## src/rtl/fetch_pkg.sv

```systemverilog
// Shared types and constants for the fetch stage.
package fetch_pkg;

  // State encoding kept as plain constants so older flows can consume it.
  typedef logic [1:0] fetch_state_t;

  localparam fetch_state_t StReq  = 2'd0;
  localparam fetch_state_t StWait = 2'd1;
  localparam fetch_state_t StHold = 2'd2;
  localparam fetch_state_t StDrop = 2'd3;

  // addi x0,x0,0
  localparam logic [31:0] NOP_INSTR = 32'h0000_0013;
  localparam logic [31:0] RESET_PC  = 32'h0000_0000;

endpackage

```

## src/rtl/fetch_stage_if.sv

```systemverilog
// Instruction-memory request/response channel between fetch and memory.
interface fetch_stage_if;

  logic        imem_req_valid;
  logic        imem_req_ready;
  logic [31:0] imem_addr;
  logic        imem_rsp_valid;
  logic [31:0] imem_rsp_data;

  modport master (
    output imem_req_valid,
    output imem_addr,
    input  imem_req_ready,
    input  imem_rsp_valid,
    input  imem_rsp_data
  );

  modport slave (
    input  imem_req_valid,
    input  imem_addr,
    output imem_req_ready,
    output imem_rsp_valid,
    output imem_rsp_data
  );

endinterface

```

## src/rtl/fetch_pc_reg.sv

```systemverilog
// Fetch PC register: redirect/advance selection and the sequential +4 adder.
module fetch_pc_reg #(
  parameter logic [31:0] ResetPc = 32'h0000_0000
) (
  input  logic        clk,
  input  logic        rst_n,
  input  logic        redirect_i,
  input  logic [29:0] target_word_i,
  input  logic        advance_i,
  output logic [31:0] pc_o,
  output logic [31:0] pc_plus4_o
);

  logic [31:0] pc_q, pc_d;

  // Redirect wins over sequential advance; targets are always word aligned.
  always_comb begin
    pc_d = pc_q;
    if (redirect_i) begin
      pc_d = {target_word_i, 2'b00};
    end else if (advance_i) begin
      pc_d = pc_plus4_o;
    end
  end

  // PC state with asynchronous reset.
  always_ff @(posedge clk or negedge rst_n) begin
    if (!rst_n) begin
      pc_q <= ResetPc;
    end else begin
      pc_q <= pc_d;
    end
  end

  assign pc_o       = pc_q;
  assign pc_plus4_o = pc_q + 32'd4;

endmodule

```

## src/rtl/fetch_stage.sv

```systemverilog
// Fetch stage: owns the PC, issues one imem request at a time, holds the
// returned instruction for decode and kills in-flight fetches on redirect.
module fetch_stage
  import fetch_pkg::*;
#(
  parameter logic [31:0] RESET_PC  = fetch_pkg::RESET_PC,
  parameter logic [31:0] NOP_INSTR = fetch_pkg::NOP_INSTR
) (
  input  logic                 clk,
  input  logic                 rst_n,
  input  logic                 StallF,
  input  logic                 PCSrcE,
  input  logic [31:0]          PCTargetE,
  fetch_stage_if.master        imem,
  output logic [31:0]          PCF,
  output logic [31:0]          PCPlus4F,
  output logic [31:0]          InstrF,
  output logic                 FetchValidF
);

  fetch_state_t state_q, state_d;
  logic [31:0]  buf_q, buf_d;
  logic         advance;

  // Low target bits are architecturally ignored.
  logic unused_target_lsbs;
  assign unused_target_lsbs = ^PCTargetE[1:0];

  fetch_pc_reg #(
    .ResetPc (RESET_PC)
  ) u_pc_reg (
    .clk           (clk),
    .rst_n         (rst_n),
    .redirect_i    (PCSrcE),
    .target_word_i (PCTargetE[31:2]),
    .advance_i     (advance),
    .pc_o          (PCF),
    .pc_plus4_o    (PCPlus4F)
  );

  // Next state and buffer capture; a redirect decides whether a response is still owed.
  always_comb begin
    state_d = state_q;
    buf_d   = buf_q;
    advance = 1'b0;
    unique case (state_q)
      StReq: begin
        if (imem.imem_req_ready) begin
          state_d = PCSrcE ? StDrop : StWait;
        end
      end
      StWait: begin
        if (PCSrcE) begin
          state_d = imem.imem_rsp_valid ? StReq : StDrop;
        end else if (imem.imem_rsp_valid) begin
          buf_d   = imem.imem_rsp_data;
          state_d = StHold;
        end
      end
      StHold: begin
        if (PCSrcE) begin
          state_d = StReq;
        end else if (!StallF) begin
          advance = 1'b1;
          state_d = StReq;
        end
      end
      StDrop: begin
        if (imem.imem_rsp_valid) begin
          state_d = StReq;
        end
      end
      default: state_d = StReq;
    endcase
  end

  // FSM state and instruction buffer.
  always_ff @(posedge clk or negedge rst_n) begin
    if (!rst_n) begin
      state_q <= StReq;
      buf_q   <= NOP_INSTR;
    end else begin
      state_q <= state_d;
      buf_q   <= buf_d;
    end
  end

  // Outputs depend on state only.
  always_comb begin
    imem.imem_req_valid = (state_q == StReq);
    imem.imem_addr      = PCF;
    FetchValidF         = (state_q == StHold);
    InstrF              = (state_q == StHold) ? buf_q : NOP_INSTR;
  end

endmodule
```

## src/flat_wrapper.sv

```systemverilog
// flat-port wrapper written by rule: the top's interface ports become plain ports
module fetch_stage_flat import fetch_pkg::*;
#(
  parameter logic [31:0] RESET_PC  = fetch_pkg::RESET_PC,
  parameter logic [31:0] NOP_INSTR = fetch_pkg::NOP_INSTR
)
  (clk, rst_n, StallF, PCSrcE, PCTargetE, PCF, PCPlus4F, InstrF, FetchValidF, imem_imem_req_valid, imem_imem_addr, imem_imem_req_ready, imem_imem_rsp_valid, imem_imem_rsp_data);
  fetch_stage_if imem_i ();
  input  logic clk;
  input  logic rst_n;
  input  logic StallF;
  input  logic PCSrcE;
  input  logic [31:0] PCTargetE;
  output logic [31:0] PCF;
  output logic [31:0] PCPlus4F;
  output logic [31:0] InstrF;
  output logic FetchValidF;
  output wire logic [$bits(imem_i.imem_req_valid)-1:0] imem_imem_req_valid;
  output wire logic [$bits(imem_i.imem_addr)-1:0] imem_imem_addr;
  input wire logic [$bits(imem_i.imem_req_ready)-1:0] imem_imem_req_ready;
  input wire logic [$bits(imem_i.imem_rsp_valid)-1:0] imem_imem_rsp_valid;
  input wire logic [$bits(imem_i.imem_rsp_data)-1:0] imem_imem_rsp_data;
  assign imem_imem_req_valid = imem_i.imem_req_valid;
  assign imem_imem_addr = imem_i.imem_addr;
  assign imem_i.imem_req_ready = imem_imem_req_ready;
  assign imem_i.imem_rsp_valid = imem_imem_rsp_valid;
  assign imem_i.imem_rsp_data = imem_imem_rsp_data;
  fetch_stage #(.RESET_PC(RESET_PC), .NOP_INSTR(NOP_INSTR)) u_core (.clk(clk), .rst_n(rst_n), .StallF(StallF), .PCSrcE(PCSrcE), .PCTargetE(PCTargetE), .imem(imem_i), .PCF(PCF), .PCPlus4F(PCPlus4F), .InstrF(InstrF), .FetchValidF(FetchValidF));
endmodule
```

## config.mk

```make
export PLATFORM = sky130hd
export DESIGN_NAME = fetch_stage_flat
export DESIGN_NICKNAME = d
export VERILOG_FILES = /design/src/rtl/fetch_pkg.sv /design/src/rtl/fetch_stage_if.sv /design/src/rtl/fetch_pc_reg.sv /design/src/rtl/fetch_stage.sv /design/src/flat_wrapper.sv
export SDC_FILE = /design/constraint.sdc
export NUM_CORES = 1
export LEC_CHECK = 0
export ABC_AREA = 1
export BUFFER_PORTS_ARGS = -buffer_cell sky130_fd_sc_hd__buf_2
export CAP_MARGIN = 40
export CORE_MARGIN = 2
export CORE_UTILIZATION = 40
export DETAILED_ROUTE_END_ITERATION = 10
export MAX_ROUTING_LAYER = met4
export PLACE_DENSITY = 0.72
export SLEW_MARGIN = 15
export SYNTH_ARGS = -nofsm -noshare
export SYNTH_HDL_FRONTEND = slang
export SYNTH_SLANG_ARGS = --single-unit
```

## constraint.sdc

```tcl
create_clock -name clk -period 2.27 [get_ports clk]
set_clock_uncertainty 0.1 [all_clocks]
set_input_delay 0.454 -clock clk [delete_from_list [all_inputs] [get_ports clk]]
set_output_delay 0.454 -clock clk [all_outputs]
set_load 0.05 [all_outputs]
```

==> flow_results.org <==
** Timing
- Crit path setup slack, layout :: -0.153 ns
- Setup violations remaining at the end of the flow were counted as 21.
- Counting I/O delays and the setup requirement, the final critical path takes approximately 2.4 ns.
- Final worst path period share :: 1.07
- Max-slew violation count :: 0
- Setup repair after global routing missed its margin :: yes
- The tightest hold path in the finished design has a slack of around 0.025 ns.
- The final hold violation count is 0.
- Fmax :: 413 MHz

** Setup path
- Grouping stages by cell kind, the critical path spends the most delay in simple AND/OR/NAND/NOR gates.
- Cell depth of the worst flop-to-flop path :: 10
- Worst R2R Setup Slack :: 0.43 ns
- CP Launch Type :: register
- RR Endpoint :: u_core.u_pc_reg.pc_o[18]$_DFFE_PN0P_
- Critical Path Fanout Max :: 5
- Count of buffer and inverter cells on the critical path :: 1
- The worst setup path is of the register to primary output kind.
- Largest stage delay on the critical path :: about 0.43 ns
- Endpoint class of the critical path :: primary output
- The worst register-to-register path begins at u_core.state_q[1]$_DFFE_PN0P_.
- The critical path goes through ha_4 > nand2_4 > nor2_4 > nand2_4 > nor2_4 > nand3_2 > nand2_2 > buf_8.
- STA puts the critical path data required time at roughly 1.7 ns.
- The slowest stage of the critical path belongs to the cell sky130_fd_sc_hd__dfrtp_2.
- For the worst setup path, the data arrival time is 1.87 ns.

** GRT
- Residual overflow from global routing :: 0
- Vias in the first global route :: about 4100
- Maximum number of pins on one net before global-route repair :: between 60 and 70
- For this run, the total global-route usage over all layers was measured as 0.221.
- Global-route wire length before repair :: about 19 mm
- The number of antenna violations at the first check in global routing is 1.

** Die
- For this design the top-level I/O count stands at 200.
- After floorplanning, the core was sized to cover between 10000 and 15000 um^2.
- The die covers about 11000 um^2.
- After floorplanning, the core was divided into 37 placement rows.
- The die is about 110 um tall.
- For this configuration, the core starts out at a cell density of 0.408.
- Floorplan die width :: 106 um

** Clock tree
- H-tree depth :: 3
- Clk sink count :: between 60 and 70
- In this run the clock root is driven by a sky130_fd_sc_hd__clkbuf_8.
- TritonCTS clock tree :: built
- # hold bufs at CTS :: 0
- Clock-pin slew on the worst setup and hold paths :: 0.07 ns
- Counting the buffers created by CTS gives 9.
- No sink is reached through more buffers than the 2 on the longest clock path.
- Clock Latency Late Sink :: 0.34 ns

** Yosys
- Synth area leader :: sky130_fd_sc_hd__dfrtp_1
- Of the post-synthesis cell area, the dominant cell type holds 0.367.
- Post-Synthesis Cell Area :: around 4200 um^2
- Most numerous cell in the Yosys netlist :: sky130_fd_sc_hd__nand2_1
- The netlist uses 31 different library cells.
- Flops & latches, synth :: 64
- Counting flops with a built-in enable in the synthesized netlist gives 0.
- Leading post-synthesis cells by cell area :: sky130_fd_sc_hd__dfrtp_1 (37%), sky130_fd_sc_hd__nand2_1 (16%), sky130_fd_sc_hd__nor2_1 (8.1%)
- Commonest cells in the netlist :: sky130_fd_sc_hd__nand2_1 (176), sky130_fd_sc_hd__nor2_1 (90), sky130_fd_sc_hd__inv_1 (89)
- For this run, the register share of the synthesized area comes to 0.386.
- During synthesis, Yosys emitted a total of 0 warnings.
- Cell count after synthesis :: a little under 600
- Counting flops with an async set or reset pin after synthesis yields a share of 1.00.
- For this run, the leading register cell type out of synthesis is sky130_fd_sc_hd__dfrtp_1.
- Dividing the synthesized area by the synthesized cell count gives around 7 um^2.

** Power
- Total power divided by cell area :: approximately 1300 nW/um^2
- The share of total power dissipated in the clock network is 0.164.
- The share of total power dissipated in combinational logic is 0.609.
- The analysis attributes to cell leakage a power of between 3 and 4 nW.
- Of the total power, registers draw 0.228.
- Cell internal power was estimated by the tool at 3.74 mW.
- For this design the total switching power over the nets is 4.21 mW.
- VDD sags by at most between 0.9 and 1 mV.
- Net switching share of the total power :: 0.530

** Place
- The placed instances occupy a cell area of roughly 5300 um^2.
- Buffers placed on the I/O ports in this run total 191.
- RD Place Congestion :: between 0.8 and 0.9
- Post-detail-place hpwl :: just under 9 mm

** Drt
- The count of nets left with antenna violations once routing finished came out at 0.
- 1st-pass router iterations :: 4
- The final route contains roughly 4400 vias.
- Initial DRC count :: 202
- Post-detailed-route DRC marker count :: 0
- After detailed routing, the average wire length per cell comes to ~13 um.
- Dividing the detail-routed via count by the number of cells gives roughly 4.7.
- Summed over all layers, the routed wires come to 12.7 mm.

** Final layout
- Final-stage net count :: 875
- Of the cells placed in the final design, the portion with a size suffix greater than 1 is 0.452.
- Final standard cell area without fillers :: 6270 um^2
- Area Overhead vs Synth :: 50.8%

** Hold path
- Hold Path Class :: input pin to async pin

** Status
- The run finished, with violations left.
- Violations in the final reports :: negative setup slack

** Flow run
- Max-cap violations in this run came to 0.
[worst max path at each step]
stage | start | cells past startpoint | endpoint | slack, ns
floorplan | u_core.u_pc_reg.pc_o[2]$_DFFE_PN0P_ | 5 | PCPlus4F[11] | -0.07
global placement | u_core.u_pc_reg.pc_o[2]$_DFFE_PN0P_ | 8 | PCPlus4F[26] | 0.09
detailed placement | u_core.u_pc_reg.pc_o[2]$_DFFE_PN0P_ | 7 | PCPlus4F[18] | 0.04
CTS | u_core.u_pc_reg.pc_o[2]$_DFFE_PN0P_ | 7 | PCPlus4F[18] | -0.14
global route | u_core.u_pc_reg.pc_o[2]$_DFFE_PN0P_ | 9 | PCPlus4F[26] | -0.25
finish | u_core.u_pc_reg.pc_o[2]$_DFFE_PN0P_ | 8 | PCPlus4F[26] | -0.15
[power groups by stage]
| stage | combinational, mW | sequential [mW] | clock (mW) |
|---|---|---|---|
| 6_report | 4.84 | 1.81 | 1.30 |
| 5_1_grt | 5.12 | 1.86 | 1.39 |
| 4_1_cts | 4.61 | 1.80 | 1.34 |
| 3_5_place_dp | 4.37 | 1.83 | 0 |
| 3_3_place_gp | 4.32 | 1.81 | 0 |
| 2_1_floorplan | 3.13 | 2.17 | 0 |
[layout make-up]
cell class,instances,area (um^2)
inverters,92,349
clock inverters,6,133
multi-input cells,392,2230
well taps,136,170
clock buffers,10,128
repair buffers,245,1640
flip-flops and latches,64,1620
fillers,878,3920
diodes,1,2.50
[flip-flops by register name, indices dropped and copies added, names as in the netlist]
signal	flops
u_core.buf_q	32
u_core.state_q	2
u_core.u_pc_reg.pc_o	30
[layout by cell type, fill, tap and decap left out, drive strengths merged, types with 14 or more instances in the layout]
cell / instances
a21oi: 30
nand3: 22
nand2: 179
dfrtp: 61
inv: 91
o21ai: 20
nor2: 102
xor2: 14
clkbuf: 18
buf: 237
[kinds of logic (layout without fill, tap and decap cells)]
logic type / Yosys count / in the layout / synth area share
mux: 3 / 3 / 0.00813
xor+xnor: 15 / 15 / 0.0388
flops: 64 / 64 / 0.386
compound gates: 58 / 58 / 0.0747
buf+inv: 145 / 353 / 0.171
other cells: 1 / 7 / 0.000902
simple gates: 309 / 309 / 0.317
fa+ha+maj: 1 / 1 / 0.00301
[stage by stage]
| stage | setup slack (ns) | TNS (ns) | cells | power, mW | utilization |
|---|---|---|---|---|---|
| 2_1_floorplan | -0.0662 | -2.14 | 601 | 5.30 | - |
| 3_3_place_gp | 0.0883 | 0 | 895 | 6.13 | 0.518 |
| 3_5_place_dp | 0.0423 | 0 | 895 | 6.20 | 0.518 |
| 4_1_cts | -0.136 | -1.48 | 927 | 7.74 | 0.581 |
| 5_1_grt | -0.247 | -3.56 | 946 | 8.37 | 0.615 |
| 6_report | -0.153 | -1.60 | 946 | 7.95 | 0.615 |
[layer usage]
layer | global-route usage | up-vias | wire length (um)
met5 | - | - | 0
met4 | 0.0799 | 0 | 308
met3 | 0.0429 | 27 | 948
met2 | 0.374 | 196 | 6290
met1 | 0.262 | 2021 | 5110
li1 | - | 2160 | -
[timing repair]
| action | CTS | global route |
|---|---|---|
| endpoints found under the hold margin | 0 | 0 |
| setup endpoints to repair | 45 | 50 |
| resized for setup | 76 | 71 |
| setup buffers | 16 | 18 |
| pin swaps | 10 | 23 |
Power figures use the tool's default switching activity.
